**config.mk**
```make
export PLATFORM = sky130hd
export DESIGN_NAME = mem_access_unit
export DESIGN_NICKNAME = d
export VERILOG_FILES = /design/src/rtl/mem_access_unit.sv
export SDC_FILE = /design/constraint.sdc
export NUM_CORES = 1
export LEC_CHECK = 0
export CAP_MARGIN = 20
export CORE_MARGIN = 2
export CORE_UTILIZATION = 50
export CTS_BUF_LIST = sky130_fd_sc_hd__clkbuf_4
export DETAILED_ROUTE_END_ITERATION = 6
export GPL_TIMING_DRIVEN = 0
export PLACE_DENSITY = 0.94
export SLEW_MARGIN = 20
export SYNTH_ARGS = -nofsm -noshare
export SYNTH_HDL_FRONTEND = slang
export SYNTH_SLANG_ARGS = --single-unit
```
**constraint.sdc**
```tcl
create_clock -name clock -period 7 [get_ports clock]
set_clock_uncertainty 0.1 [all_clocks]
set_input_delay 1.4 -clock clock [delete_from_list [all_inputs] [get_ports clock]]
set_output_delay 1.4 -clock clock [all_outputs]
set_load 0.02 [all_outputs]
```
**src/rtl/mem_access_unit.sv**
```systemverilog
// rtl/mem_access_unit.sv - single-entry load/store execution unit with a valid/ready dmem port
// Latches one issued memory uop, runs one request, aligns load data and presents it for writeback.
package mem_access_pkg;
  localparam int MEM_XLEN = 32;

  typedef struct packed {
    logic                valid;
    logic                mem_type;      // 1 = store, 0 = load
    logic [1:0]          mem_size;      // 0 byte, 1 half, 2/3 word
    logic                mem_unsigned;
    logic [4:0]          rd;
    logic [MEM_XLEN-1:0] imm;           // already sign-extended to full width
  } micro_op_t;
endpackage

module mem_access_unit
  import mem_access_pkg::*;
#(
  parameter int XLEN       = MEM_XLEN,
  parameter int STRB_WIDTH = XLEN / 8
) (
  input  logic                  clock,
  input  logic                  reset,
  input  logic                  clear_en,
  input  micro_op_t             uop_in,
  input  logic [XLEN-1:0]       rs1_data,
  input  logic [XLEN-1:0]       rs2_data,
  output logic                  ex_busy,
  output logic                  req_valid,
  input  logic                  req_ready,
  output logic                  req_we,
  output logic [XLEN-1:0]       req_addr,
  output logic [STRB_WIDTH-1:0] req_wstrb,
  output logic [XLEN-1:0]       req_wdata,
  input  logic                  resp_valid,
  input  logic [XLEN-1:0]       resp_rdata,
  output logic                  wb_valid,
  output micro_op_t             uop_out,
  output logic [XLEN-1:0]       rd_data,
  output logic                  misaligned
);

  typedef enum logic [2:0] {IDLE, REQ, WAIT, DRAIN, WB} state_t;

  state_t                state;
  logic [1:0]            ea_lo;
  logic [XLEN-1:0]       ea;
  logic                  ea_misaligned;
  logic [STRB_WIDTH-1:0] store_strb;
  logic [XLEN-1:0]       store_data;
  logic [XLEN-1:0]       load_shifted;
  logic [XLEN-1:0]       load_result;

  assign ea = rs1_data + uop_in.imm;

  always_comb begin
    ea_misaligned = 1'b0;
    store_strb    = '0;
    case (uop_in.mem_size)
      2'd0: store_strb = STRB_WIDTH'(4'b0001) << ea[1:0];
      2'd1: begin
        ea_misaligned = ea[0];
        store_strb    = STRB_WIDTH'(4'b0011) << ea[1:0];
      end
      default: begin
        ea_misaligned = |ea[1:0];
        store_strb    = '1;
      end
    endcase
    store_data = rs2_data << {ea[1:0], 3'b000};
  end

  // Load alignment uses the byte offset captured at issue, not the live operands.
  always_comb begin
    load_shifted = resp_rdata >> {ea_lo, 3'b000};
    case (uop_out.mem_size)
      2'd0: load_result = uop_out.mem_unsigned ?
                          {{(XLEN-8){1'b0}}, load_shifted[7:0]} :
                          {{(XLEN-8){load_shifted[7]}}, load_shifted[7:0]};
      2'd1: load_result = uop_out.mem_unsigned ?
                          {{(XLEN-16){1'b0}}, load_shifted[15:0]} :
                          {{(XLEN-16){load_shifted[15]}}, load_shifted[15:0]};
      default: load_result = load_shifted;
    endcase
  end

  always_ff @(posedge clock) begin
    if (reset) begin
      state      <= IDLE;
      ea_lo      <= '0;
      ex_busy    <= 1'b0;
      req_valid  <= 1'b0;
      req_we     <= 1'b0;
      req_addr   <= '0;
      req_wstrb  <= '0;
      req_wdata  <= '0;
      wb_valid   <= 1'b0;
      uop_out    <= '0;
      rd_data    <= '0;
      misaligned <= 1'b0;
    end else begin
      case (state)
        IDLE: begin
          if (uop_in.valid && !clear_en) begin
            uop_out <= uop_in;
            ea_lo   <= ea[1:0];
            rd_data <= '0;
            ex_busy <= 1'b1;
            if (ea_misaligned) begin
              state      <= WB;
              wb_valid   <= 1'b1;
              misaligned <= 1'b1;
            end else begin
              state     <= REQ;
              req_valid <= 1'b1;
              req_we    <= uop_in.mem_type;
              req_addr  <= {ea[XLEN-1:2], 2'b00};
              req_wstrb <= uop_in.mem_type ? store_strb : '0;
              req_wdata <= uop_in.mem_type ? store_data : '0;
            end
          end
        end
        REQ: begin
          if (req_ready) begin
            req_valid <= 1'b0;
            if (req_we) begin
              // A flushed store has still been handed to dmem; only its writeback is dropped.
              if (clear_en) begin
                state   <= IDLE;
                ex_busy <= 1'b0;
              end else begin
                state    <= WB;
                wb_valid <= 1'b1;
              end
            end else begin
              state <= clear_en ? DRAIN : WAIT;
            end
          end else if (clear_en) begin
            state     <= IDLE;
            req_valid <= 1'b0;
            ex_busy   <= 1'b0;
          end
        end
        WAIT: begin
          if (resp_valid) begin
            if (clear_en) begin
              state   <= IDLE;
              ex_busy <= 1'b0;
            end else begin
              state    <= WB;
              rd_data  <= load_result;
              wb_valid <= 1'b1;
            end
          end else if (clear_en) begin
            state <= DRAIN;
          end
        end
        DRAIN: begin
          if (resp_valid) begin
            state   <= IDLE;
            ex_busy <= 1'b0;
          end
        end
        WB: begin
          state      <= IDLE;
          wb_valid   <= 1'b0;
          misaligned <= 1'b0;
          ex_busy    <= 1'b0;
        end
        default: begin
          state     <= IDLE;
          ex_busy   <= 1'b0;
          req_valid <= 1'b0;
          wb_valid  <= 1'b0;
        end
      endcase
    end
  end

endmodule

```
### After elaboration in Yosys (flattened, before gate mapping)

Cells that the tools add are included.

| cells by class | value |
|---|---|
| $add $sub $neg | 1 |
| eq/ne operators | 17 |
| shifts and indexed selects | 4 |
| multiplexer cells | 42 |
| bitwise gates (word level) | 3 |
| reductions and logical operators | 17 |

Operators with widths:

| kind | number |
|---|---|
| 32-bit 2-to-1 mux | 6 |
| 32-bit case mux with 2 select lines | 2 |
| 32-bit adder | 1 |
| 32-bit by 5-bit left shift with 32-bit output | 1 |
| 32-bit by 5-bit right shift with 32-bit output | 1 |
| 3-bit 2-to-1 mux | 9 |
| 1-bit 2-to-1 mux | 17 |
| 2-bit inequality test, second input constant | 8 |
| 4-bit AND reduction | 4 |
| 3-bit case mux with 4 select lines | 1 |
| 3-bit inequality test, second input constant | 3 |
| 1-bit case mux with 4 select lines | 2 |
| 4-bit case mux with 2 select lines | 1 |
| 3-bit by 2-bit equality test with 1-bit output, second input constant | 2 |
| 3-bit AND reduction | 2 |
| 6-bit AND reduction | 1 |
| 2-bit by 1-bit equality test with 1-bit output, second input constant | 2 |
| 2-bit logical NOT | 2 |
| 4-bit 2-to-1 mux | 1 |
| 1-bit case mux with 2 select lines | 2 |
| 2-bit nonzero test | 2 |
| 1-bit by 2-bit left shift with 4-bit output, first input constant | 1 |
| 2-bit by 2-bit left shift with 4-bit output, first input constant | 1 |
| 3-bit by 1-bit equality test with 1-bit output, second input constant | 1 |
| 9 further kinds | 11 |

| word-level totals | value |
|---|---|
| bits in registers | 150 |
| input bits | 143 |
| output and inout port bits | 147 |
| word-level logic and storage cells | 101 |

### Logic depth before layout (Yosys ltp)

Gate-level depths: netlist of run 1.

| depth | value |
|---|---|
| depth after elaboration | 6 |
| gate-level depth with buffers | 10 |
| depth with buffers taken out | 10 |

### Least setup slack after synthesis of run 1

No wires, ideal clock.

| path | value |
|---|---|
| path type | input-to-reg |
| from | in uop_in[0] (netlist bit) |
| to | reg req_addr[29] |
| library setup time | 62 ps |
| arrival | 3462 ps |
| required time | 6838 ps |
| setup slack | 3375 ps |
| stages on the path | 10 |
| path buffers | 1 |
| cells stage by stage | ha_1 > inv_1 > fa_1 > nor2b_1 > o211ai_2 > or2_0 > buf_2 > nor2_1 > or4b_1 > nand3_1 |

| between the ends | value |
|---|---|
| longest elaborated chain between the ends | 5 |

RTL lines:

| what | line | text |
|---|---|---|
| start: declaration | 25 | `input micro_op_t uop_in,` |
| 32-bit adder * | 54 | `assign ea = rs1_data + uop_in.imm;` |
| 2-bit OR reduction | 66 | `ea_misaligned = \|ea[1:0];` |
| 1-bit case mux with 2 select lines | 59 | `case (uop_in.mem_size)` |
| 1-bit inverter (no line) | -- |  |
| 3-bit AND reduction (no line) | -- |  |
| end signal: assignment | 117 | `req_addr <= {ea[XLEN-1:2], 2'b00};` |
| end: declaration | 32 | `output logic [XLEN-1:0] req_addr,` |

Every way passes the cells marked *; elsewhere a longest branch is shown, timed or not.
A chain may end at the register's enable or synchronous reset.

### Worst setup path after layout of run 1

| path | value |
|---|---|
| from | in uop_in[0] (netlist bit) |
| to | reg req_addr[20] |

The elaborated chain is that of the path after synthesis.

==> results_dict.tcl, run 1 <==
set metrics [dict create \
    detail_route.wirelength_microns 30400 \
    synth_edf_count 0 \
    gp_congestion 0.9701 \
    critical_path.endpoint_type "flop" \
    rsz0062_at_grt "false" \
    std_cell_rows 46 \
    io-pin-count 290 \
    synthArstFlopShare_pct 0 \
    grt_pass1_vias 9126 \
    core_sq_um 15890 \
    htree_levels 4 \
    synth_seq_cells 150 \
    antenna_found_initial 1 \
    hold_slack_ps 363.8 \
    drt_iter0_drc 699 \
    crit_fanout 10 \
    critPathSlowestCell "clkbuf_1" \
    fp.dieW_microns 131.6 \
    final_cell_mix "clkdlybuf4s50_1, nand2_1, dfxtp_1" \
    ir_drop_uv 121.2 \
    status "completed" \
    ant_nets 0 \
    dp_hpwl_microns 23510 \
    dr.pass1.iters 5 \
    finalCritPeriodShare_pct 59.32 \
    dpl-instance-area_sq_um 11290 \
    layout_commonest_cell "clkdlybuf4s50_1" \
    die_area_sq_um 17310 \
    critPathTopFamily "buffers and inverters" \
    synth_ff_type "dfxtp_1" \
    cts_root_buf "clkbuf_4" \
    syn_area_per_cell_sq_um 7.789 \
    maxCapViolations 0 \
    critPathBufInv 4 \
    numCtsBuffers 17 \
    cts.clk_slew.worst_paths_ps 150 \
    synth_area_sq_um 8139 \
    critPathMaxStageDelay_ps 570 \
    vias 9374 \
    grt_max_degree 17 \
    setup.worst_path.class "in -> reg" \
    place.port_buffers 287 \
    hold_path_class "reg -> reg" \
    p_per_area_nw_per_um2 192.3 \
    clock_path_buffers 2 \
    grt_pass1_wl_microns 47230 \
    fin_nets 1527 \
    netlist_instances 1045 \
    arrival_ps 4580 \
    critical_path_required_ps 7430 \
    critPathLaunchType "input port" \
    finalSetupViolCount 0 \
    syn_to_final_growth_pct 42.04 \
    cts_tree "yes" \
    yosys_warnings 0 \
    final_area_sq_um 11560 \
    post-cts-setup-buffers 0 \
    grt_overflow 0 \
    start_util_pct 51.24 \
    track_usage_pct 33.96 \
    clock-sinks 150 \
    synth.distinct_cells 67 \
    hold_violations 0 \
    via_per_inst 5.925 \
    worstMarginPinSlew_ps 1112 \
    wl_per_cell_microns 19.22 \
    drc 0 \
    p_leak_uw 0.004252 \
    r2r_slack_ps 4110 \
    layout-drive-gt1-share_pct 4.469 \
    period_minus_slack_ps 4153 \
    max_freq_mhz 240.8 \
    seq_area_frac_synth_pct 36.89 \
    die_h_microns 131.6 \
    clk_latency_ps 590 \
    slew_headroom_pct 25.60 \
    cts_resized 0 \
    hold_buffers 0 \
    setup_tns_ps 0 \
    crit_chain "clkdlybuf4s50_1 > ha_1 > inv_1 > fa_1 > nor2b_1 > o211ai_2 > clkbuf_1 > buf_1 > nand2_1 > a21oi_1" \
    slew_viol_final 0 \
]
Yosys cell counts (all sizes together), types with 7 or more instances:
cell type  count  area, sq um
nand2        198        743.2
dfxtp        150         3003
a21oi        124        624.4
nor2         105        394.1
clkbuf        57        215.2
o21ai         49        245.2
a22oi         42        315.3
mux2i         37        370.4
ha            31        387.9
nand3         19        95.09
buf           16        80.07
a21o          15        112.6
a211oi        13        97.59
inv           13        48.80
nor2b         13        81.33
nor3          13        65.06
xor2          12        105.1
xnor2         11        96.34
o2111ai       10        87.58
a31oi          9        56.30
mux2           9        101.4
a211o          8        70.07
and3           8        50.05
o211ai         8        65.06
o21a           8        61.31
a32oi          7        61.31
nand4          7        56.30
worst reg2reg max path: cells and delay by family, from the launching register on:
kind          cells  cell delay [ps]
mux               1              190
buf+inv           1              520
flops             1              380
simple gates      5             1560
power by group:
part / switching, uW / internal, uW / total [uW]
combinational: 440 / 313 / 752
clock: 358 / 183 / 541
sequential: 27.7 / 901 / 929
total: 825 / 1400 / 2220
area by class of cell:
type	count	area, sq um
inverters	13	48.80
repair buffers	287	2873
diodes	1	2.502
clock inverters	15	145.1
flip-flops and latches	150	3003
fillers	1240	4324
multi-input cells	810	4796
clock buffers	17	127.6
plain buffers	73	295.3
well taps	216	270.3
sequential cells by signal, indices dropped and copies added (netlist names):
register and cells:
ea_lo 2, req_valid 1, rd_data 32, req_wstrb 4, state 3, misaligned 1, wb_valid 1, req_wdata 32
req_addr 30, req_we 1, uop_out 42, ex_busy 1
worst paths after layout:
path,endpoint,depth (start not counted),startpoint
hold reg to reg,uop_out[35],2,uop_out[35]
hold / removal,uop_out[35],2,uop_out[35]
setup reg to reg,req_addr[31],7,state[0]
setup / recovery,req_addr[20],10,uop_in[0]
per-layer routing:
layer  GRT usage (%)  part of all wire [%]  vias to the layer above
li1                -                     -                     4352
met1           37.88                    38                     4374
met2           58.49                    48                      525
met3           9.414                   8.6                      123
met4           18.60                   5.3                        0
met5               0                     0                        -
logic make-up (layout without fill, tap and decap cells):
kind of cell / count (synthesis) / after routing / synth area share [%]
AO/OA/AOI/OAI: 313 / 313 / 24.21
XOR/XNOR: 23 / 23 / 2.475
adder cells (fa/ha/maj): 32 / 32 / 5.012
buffers and inverters: 86 / 405 / 4.227
flip-flops: 150 / 150 / 36.89
multiplexers: 46 / 46 / 5.796
other: 1 / 3 / 0.04607
AND/OR/NAND/NOR: 394 / 394 / 21.34
metrics by stage:
stage	utilization [%]	setup slack, ps	cells	total power (uW)
2_1_floorplan	-	3375	1046	1373
3_3_place_gp	71.05	2287	1549	1669
3_5_place_dp	71.05	2290	1549	1682
4_1_cts	72.76	2899	1581	2209
5_1_grt	72.78	2676	1582	2311
6_report	72.78	2847	1582	2223
(Power assumes the default switching activity.)
==> run 2, diff against run 1 <==
--- a/config.mk
+++ b/config.mk
@@ -7,11 +7,11 @@
 export LEC_CHECK = 0
 export CAP_MARGIN = 20
 export CORE_MARGIN = 2
-export CORE_UTILIZATION = 50
+export CORE_UTILIZATION = 42
 export CTS_BUF_LIST = sky130_fd_sc_hd__clkbuf_4
 export DETAILED_ROUTE_END_ITERATION = 6
 export GPL_TIMING_DRIVEN = 0
-export PLACE_DENSITY = 0.94
+export PLACE_DENSITY = 0.85
 export SLEW_MARGIN = 20
 export SYNTH_ARGS = -nofsm -noshare
 export SYNTH_HDL_FRONTEND = slang
==> constraint.sdc (replaced) <==
create_clock -name clock -period 3.7 [get_ports clock]
set_clock_uncertainty 0.1 [all_clocks]
set_input_delay 0.74 -clock clock [delete_from_list [all_inputs] [get_ports clock]]
set_output_delay 0.74 -clock clock [all_outputs]
set_load 0.02 [all_outputs]
==> results_dict.tcl, run 2 (synthesis gave the netlist of run 1 again) <==
set metrics [dict create \
    status "complete, but fails checks" \
    violations "DRC" \
    grt_pass1_wl_microns 47340 \
    post-cts-setup-buffers 0 \
    wl_per_cell_microns 19.11 \
    std_cell_rows 50 \
    hold_violations 0 \
    grt_pass1_vias 8957 \
    hold_buffers 0 \
    syn_to_final_growth_pct 42.80 \
    fp.dieW_microns 143.2 \
    via_per_inst 5.634 \
    dp.cells 1593 \
    cts.clk_slew.worst_paths_ps 150 \
    slew_viol_final 0 \
    worstHoldPathCells 2 \
    dr.pass1.iters 7 \
    finalSetupViolCount 0 \
    period_minus_slack_ps 3514 \
    critPathLaunchType "input port" \
    numCtsBuffers 17 \
    dp_hpwl_microns 24080 \
    r2r_slack_ps 820 \
    worstHoldStart "req_addr[9]" \
    clock_path_buffers 2 \
    final_area_sq_um 11620 \
    top_register "uop_out" \
    clock-sinks 150 \
    p_int_uw 2653 \
    num-fill-cells 1665 \
    maxCapViolations 0 \
    combPwrFrac_pct 33.6 \
    ant_nets 0 \
    io-pin-count 290 \
    crit_fanout 10 \
    critPathMaxStageDelay_ps 570 \
    drc 2 \
    die_area_sq_um 20510 \
    arrival_ps 3930 \
    worstMarginPinSlew_ps 1225 \
    largest_reg_flops 42 \
    fin_nets 1527 \
    layout-drive-gt1-share_pct 4.542 \
    cts_root_buf "clkbuf_4" \
    ir_drop_uv 211.1 \
    critPathSlowestCell "clkbuf_1" \
    die_h_microns 143.2 \
    slew_headroom_pct 18.03 \
    crit_chain "clkdlybuf4s50_1 > ha_1 > inv_1 > fa_1 > nor2b_1 > o211ai_2 > clkbuf_1 > buf_1 > nand2_1 > a21oi_1" \
    detail_route.wirelength_microns 31090 \
    fin_cells 1627 \
    antenna_found_initial 1 \
    setup.worst_path.class "in -> reg" \
    grt_overflow 0 \
    seqPwrFrac_pct 41.6 \
    clk_latency_ps 580 \
    sw_frac_of_total_pct 37.37 \
    grt_max_degree 17 \
    cts_tree "yes" \
    max_freq_mhz 284.6 \
    critical_path_required_ps 4110 \
    hold-path-endpoint "req_addr[9]" \
    final_cell_mix "clkdlybuf4s50_1, nand2_1, dfxtp_1" \
    power_frac_clock_pct 24.9 \
    gp_congestion 0.9608 \
    p_switching_uw 1582 \
    layout_commonest_cell "clkdlybuf4s50_1" \
    cts_resized 0 \
    track_usage_pct 29.77 \
    r2r_start "state[1]" \
    dpl-instance-area_sq_um 11340 \
    vias 9167 \
    finalCritPeriodShare_pct 94.96 \
    critical_path.endpoint_type "flop" \
    start_util_pct 43.22 \
    core_sq_um 18830 \
    place.port_buffers 287 \
    finalPower_uw 4235 \
    rsz0062_at_grt "false" \
    reg2reg_to "req_addr[31]" \
    drt_iter0_drc 655 \
    htree_levels 4 \
    hold_path_class "reg -> reg" \
    p_per_area_nw_per_um2 364.4 \
    p_leak_uw 0.004254 \
    top_regs "uop_out: 42 flops, rd_data: 32 flops, req_wdata: 32 flops" \
    reg2reg_depth 7 \
]
## run 2: cell types whose count changed in the layout (fill, tap and decap cells not counted)
cell | before | now
inv_6 | 5 | 4
clkinv_1 | 1 | 0
diode_2 | 1 | 2
clkinv_4 | 3 | 4
clkbuf_4 | 17 | 18
## run 2: worst max path at each step
stage / endpoint / slack [ps] / startpoint / cells after the start
detailed placement: req_wdata[20] / -370 / uop_in[0] / 10
floorplan: req_addr[29] / 740 / uop_in[0] / 10
global route: req_addr[31] / 50 / uop_in[0] / 11
CTS: req_wdata[20] / 240 / uop_in[0] / 10
global placement: req_wdata[26] / -350 / uop_in[0] / 10
finish: req_wdata[20] / 190 / uop_in[0] / 10
## run 2: layout make-up
cell class              instances  area, sq um  share of cell area, %
flip-flops and latches        150         3003                  25.84
plain buffers                  73        295.3                  2.541
diodes                          2        5.005                0.04306
clock buffers                  18        135.1                  1.163
multi-input cells             810         4796                  41.26
clock inverters                14        141.4                  1.216
inverters                      13        48.80                 0.4199
well taps                     260        325.3                  2.799
repair buffers                287         2873                  24.72
## run 2: worst max-delay path, delay by kind of cell
kind                     cells  cell delay (ps)
buffers and inverters        4             1520
adder cells (fa/ha/maj)      2              720
AO/OA/AOI/OAI                2              630
AND/OR/NAND/NOR              2              310
## run 2: stage by stage
step	utilization, %	setup slack, ps	TNS, ps	hold WS (ps)
floorplan	-	735.3	0	430.2
global placement	60.23	-348.7	-9352	338.6
detailed placement	60.23	-367.3	-11710	346.2
CTS	61.69	239.6	0	366.1
global route	61.71	50.63	0	376.2
finish	61.72	186.4	0	362.0
## run 2: metal layers
layer	vias to the layer above	wire, microns	GRT usage [%]
li1	4339	-	-
met5	-	0	0
met3	92	3039	8.618
met2	450	14660	51.22
met1	4286	12110	33.82
met4	0	1276	14.23
## run 2: power by group through the flow
stage / logic (uW) / clock network (uW) / registers (uW)
global route: 1540 / 1130 / 1770
finish: 1420 / 1050 / 1760
global placement: 1380 / 0 / 1790
floorplan: 711 / 0 / 1890
detailed placement: 1400 / 0 / 1790
CTS: 1410 / 1060 / 1760
==> run 3, diff against run 2 <==
==> constraint.sdc (replaced) <==
create_clock -name clock -period 3.1 [get_ports clock]
set_clock_uncertainty 0.1 [all_clocks]
set_input_delay 0.62 -clock clock [delete_from_list [all_inputs] [get_ports clock]]
set_output_delay 0.62 -clock clock [all_outputs]
set_load 0.02 [all_outputs]
==> results_dict.tcl, run 3 (synthesis gave the netlist of run 1 again) <==
set metrics [dict create \
    status "completed" \
    cts_tree "yes" \
    final_area_sq_um 11660 \
    cts_resized 6 \
    worstMarginPinSlew_ps 763.7 \
    hold_path_class "reg -> reg" \
    critPathMaxStageDelay_ps 600 \
    reg2reg_depth 7 \
    setup.worst_path.class "in -> reg" \
    crit_fanout 10 \
    p_per_area_nw_per_um2 434.7 \
    grt_max_degree 17 \
    final_cell_mix "clkdlybuf4s50_1, nand2_1, dfxtp_1" \
    dp.cells 1593 \
    top_regs "uop_out: 42 flops, rd_data: 32 flops, req_wdata: 32 flops" \
    r2r_slack_ps 460 \
    grt_pass1_vias 8971 \
    hold_buffers 0 \
    post-cts-setup-buffers 0 \
    core_sq_um 18830 \
    p_leak_uw 0.004272 \
    gp_congestion 0.9608 \
    critical_path_required_ps 3520 \
    critPathLaunchType "input port" \
    num-fill-cells 1660 \
    reg2reg_to "req_addr[29]" \
    cts_root_buf "clkbuf_4" \
    critPathTopFamily "simple AND/OR/NAND/NOR gates" \
    largest_reg_flops 42 \
    grt_overflow 0 \
    ant_nets 0 \
    std_cell_rows 50 \
    die_area_sq_um 20510 \
    fin_cells 1626 \
    max_freq_mhz 331.2 \
    die_h_microns 143.2 \
    top_register "uop_out" \
    r2r_start "state[2]" \
    dpl-instance-area_sq_um 11340 \
    antenna_found_initial 1 \
    syn_to_final_growth_pct 43.26 \
    place_ws_ps -847.3 \
    maxCapViolations 0 \
    io-pin-count 290 \
    numCtsBuffers 17 \
    critPathSlowestCell "fa_2" \
    drt_iter0_drc 586 \
    crit_start "uop_in[0]" \
    track_usage_pct 29.79 \
    period_minus_slack_ps 3019 \
    clock_path_buffers 2 \
    setup_tns_ps 0 \
    wl_per_cell_microns 19.17 \
    detail_route.wirelength_microns 31170 \
    rsz0062_at_grt "false" \
    critPathBufInv 3 \
    layout_commonest_cell "clkdlybuf4s50_1" \
    critical_path.endpoint_type "flop" \
    htree_levels 4 \
    vias 9231 \
    arrival_ps 3440 \
    dp_hpwl_microns 24080 \
    cts.clk_slew.worst_paths_ps 150 \
    start_util_pct 43.22 \
    fin_nets 1527 \
    finalCritPeriodShare_pct 97.40 \
    via_per_inst 5.677 \
    hold_slack_ps 363.7 \
    hold_violations 0 \
    clock-sinks 150 \
    cp.depth 11 \
    fin_ws_ps 80.75 \
    slew_headroom_pct 48.90 \
    fp.dieW_microns 143.2 \
    drc 0 \
    crit_chain "clkdlybuf4s50_1 > ha_1 > inv_1 > fa_2 > nor2b_4 > o211ai_4 > or2_0 > buf_2 > nor2_1 > or4b_1 > nand3_1" \
    worstSetupEndpoint "req_addr[29]" \
    clk_latency_ps 580 \
    grt_pass1_wl_microns 47390 \
    ir_drop_uv 252.4 \
    dr.pass1.iters 5 \
    layout-drive-gt1-share_pct 5.201 \
    place.port_buffers 287 \
    slew_viol_final 0 \
    finalSetupViolCount 0 \
]
==> run 3: layout make-up <==
type / count / area, sq um / share of cell area [%]
Antenna cell: 1 / 2.502 / 0.02146
Buffer: 73 / 300.3 / 2.575
Clock buffer: 18 / 135.1 / 1.159
Multi-Input combinational cell: 810 / 4831 / 41.43
Inverter: 13 / 48.80 / 0.4185
Clock inverter: 14 / 141.4 / 1.213
Tap cell: 260 / 325.3 / 2.790
Sequential cell: 150 / 3003 / 25.75
Timing Repair Buffer: 287 / 2873 / 24.64
==> run 3: how the worst min path moves through the flow <==
stage	cells after the start	from	slack, ps	endpoint
after floorplan	2	req_addr[10]	430	req_addr[10]
after global placement	2	req_addr[7]	340	req_addr[7]
after detailed placement	2	req_addr[28]	350	req_addr[28]
after CTS	2	req_addr[9]	370	req_addr[9]
after global routing	2	req_addr[9]	380	req_addr[9]
final	2	req_addr[9]	360	req_addr[9]
==> run 3: worst min-delay path: stages, from the launching register on <==
cell and delay [ps]:
dfxtp_1 340, nand2_1 50, a21oi_1 50
==> run 3: through the flow <==
| step | utilization, % | power [uW] |
|---|---|---|
| finish | 61.92 | 5068 |
| global route | 61.92 | 5306 |
| CTS | 61.79 | 5051 |
| detailed placement | 60.23 | 3809 |
| global placement | 60.23 | 3790 |
| floorplan | - | 3100 |
==> run 3: where the power goes <==
group | switching, uW | internal, uW | total (uW)
registers | 65.5 | 2040 | 2100
logic | 999 | 711 | 1710
clock network | 831 | 425 | 1260
==> run 3: per-layer routing <==
layer,share of wire (%),vias to the layer above,global-route usage [%],routed length [microns]
met4,4.0,0,14.33,1240
met5,0,-,0,0
met3,9.9,89,8.652,3101
met2,47,456,51.22,14810
li1,-,4349,-,-
met1,39,4337,33.82,12030
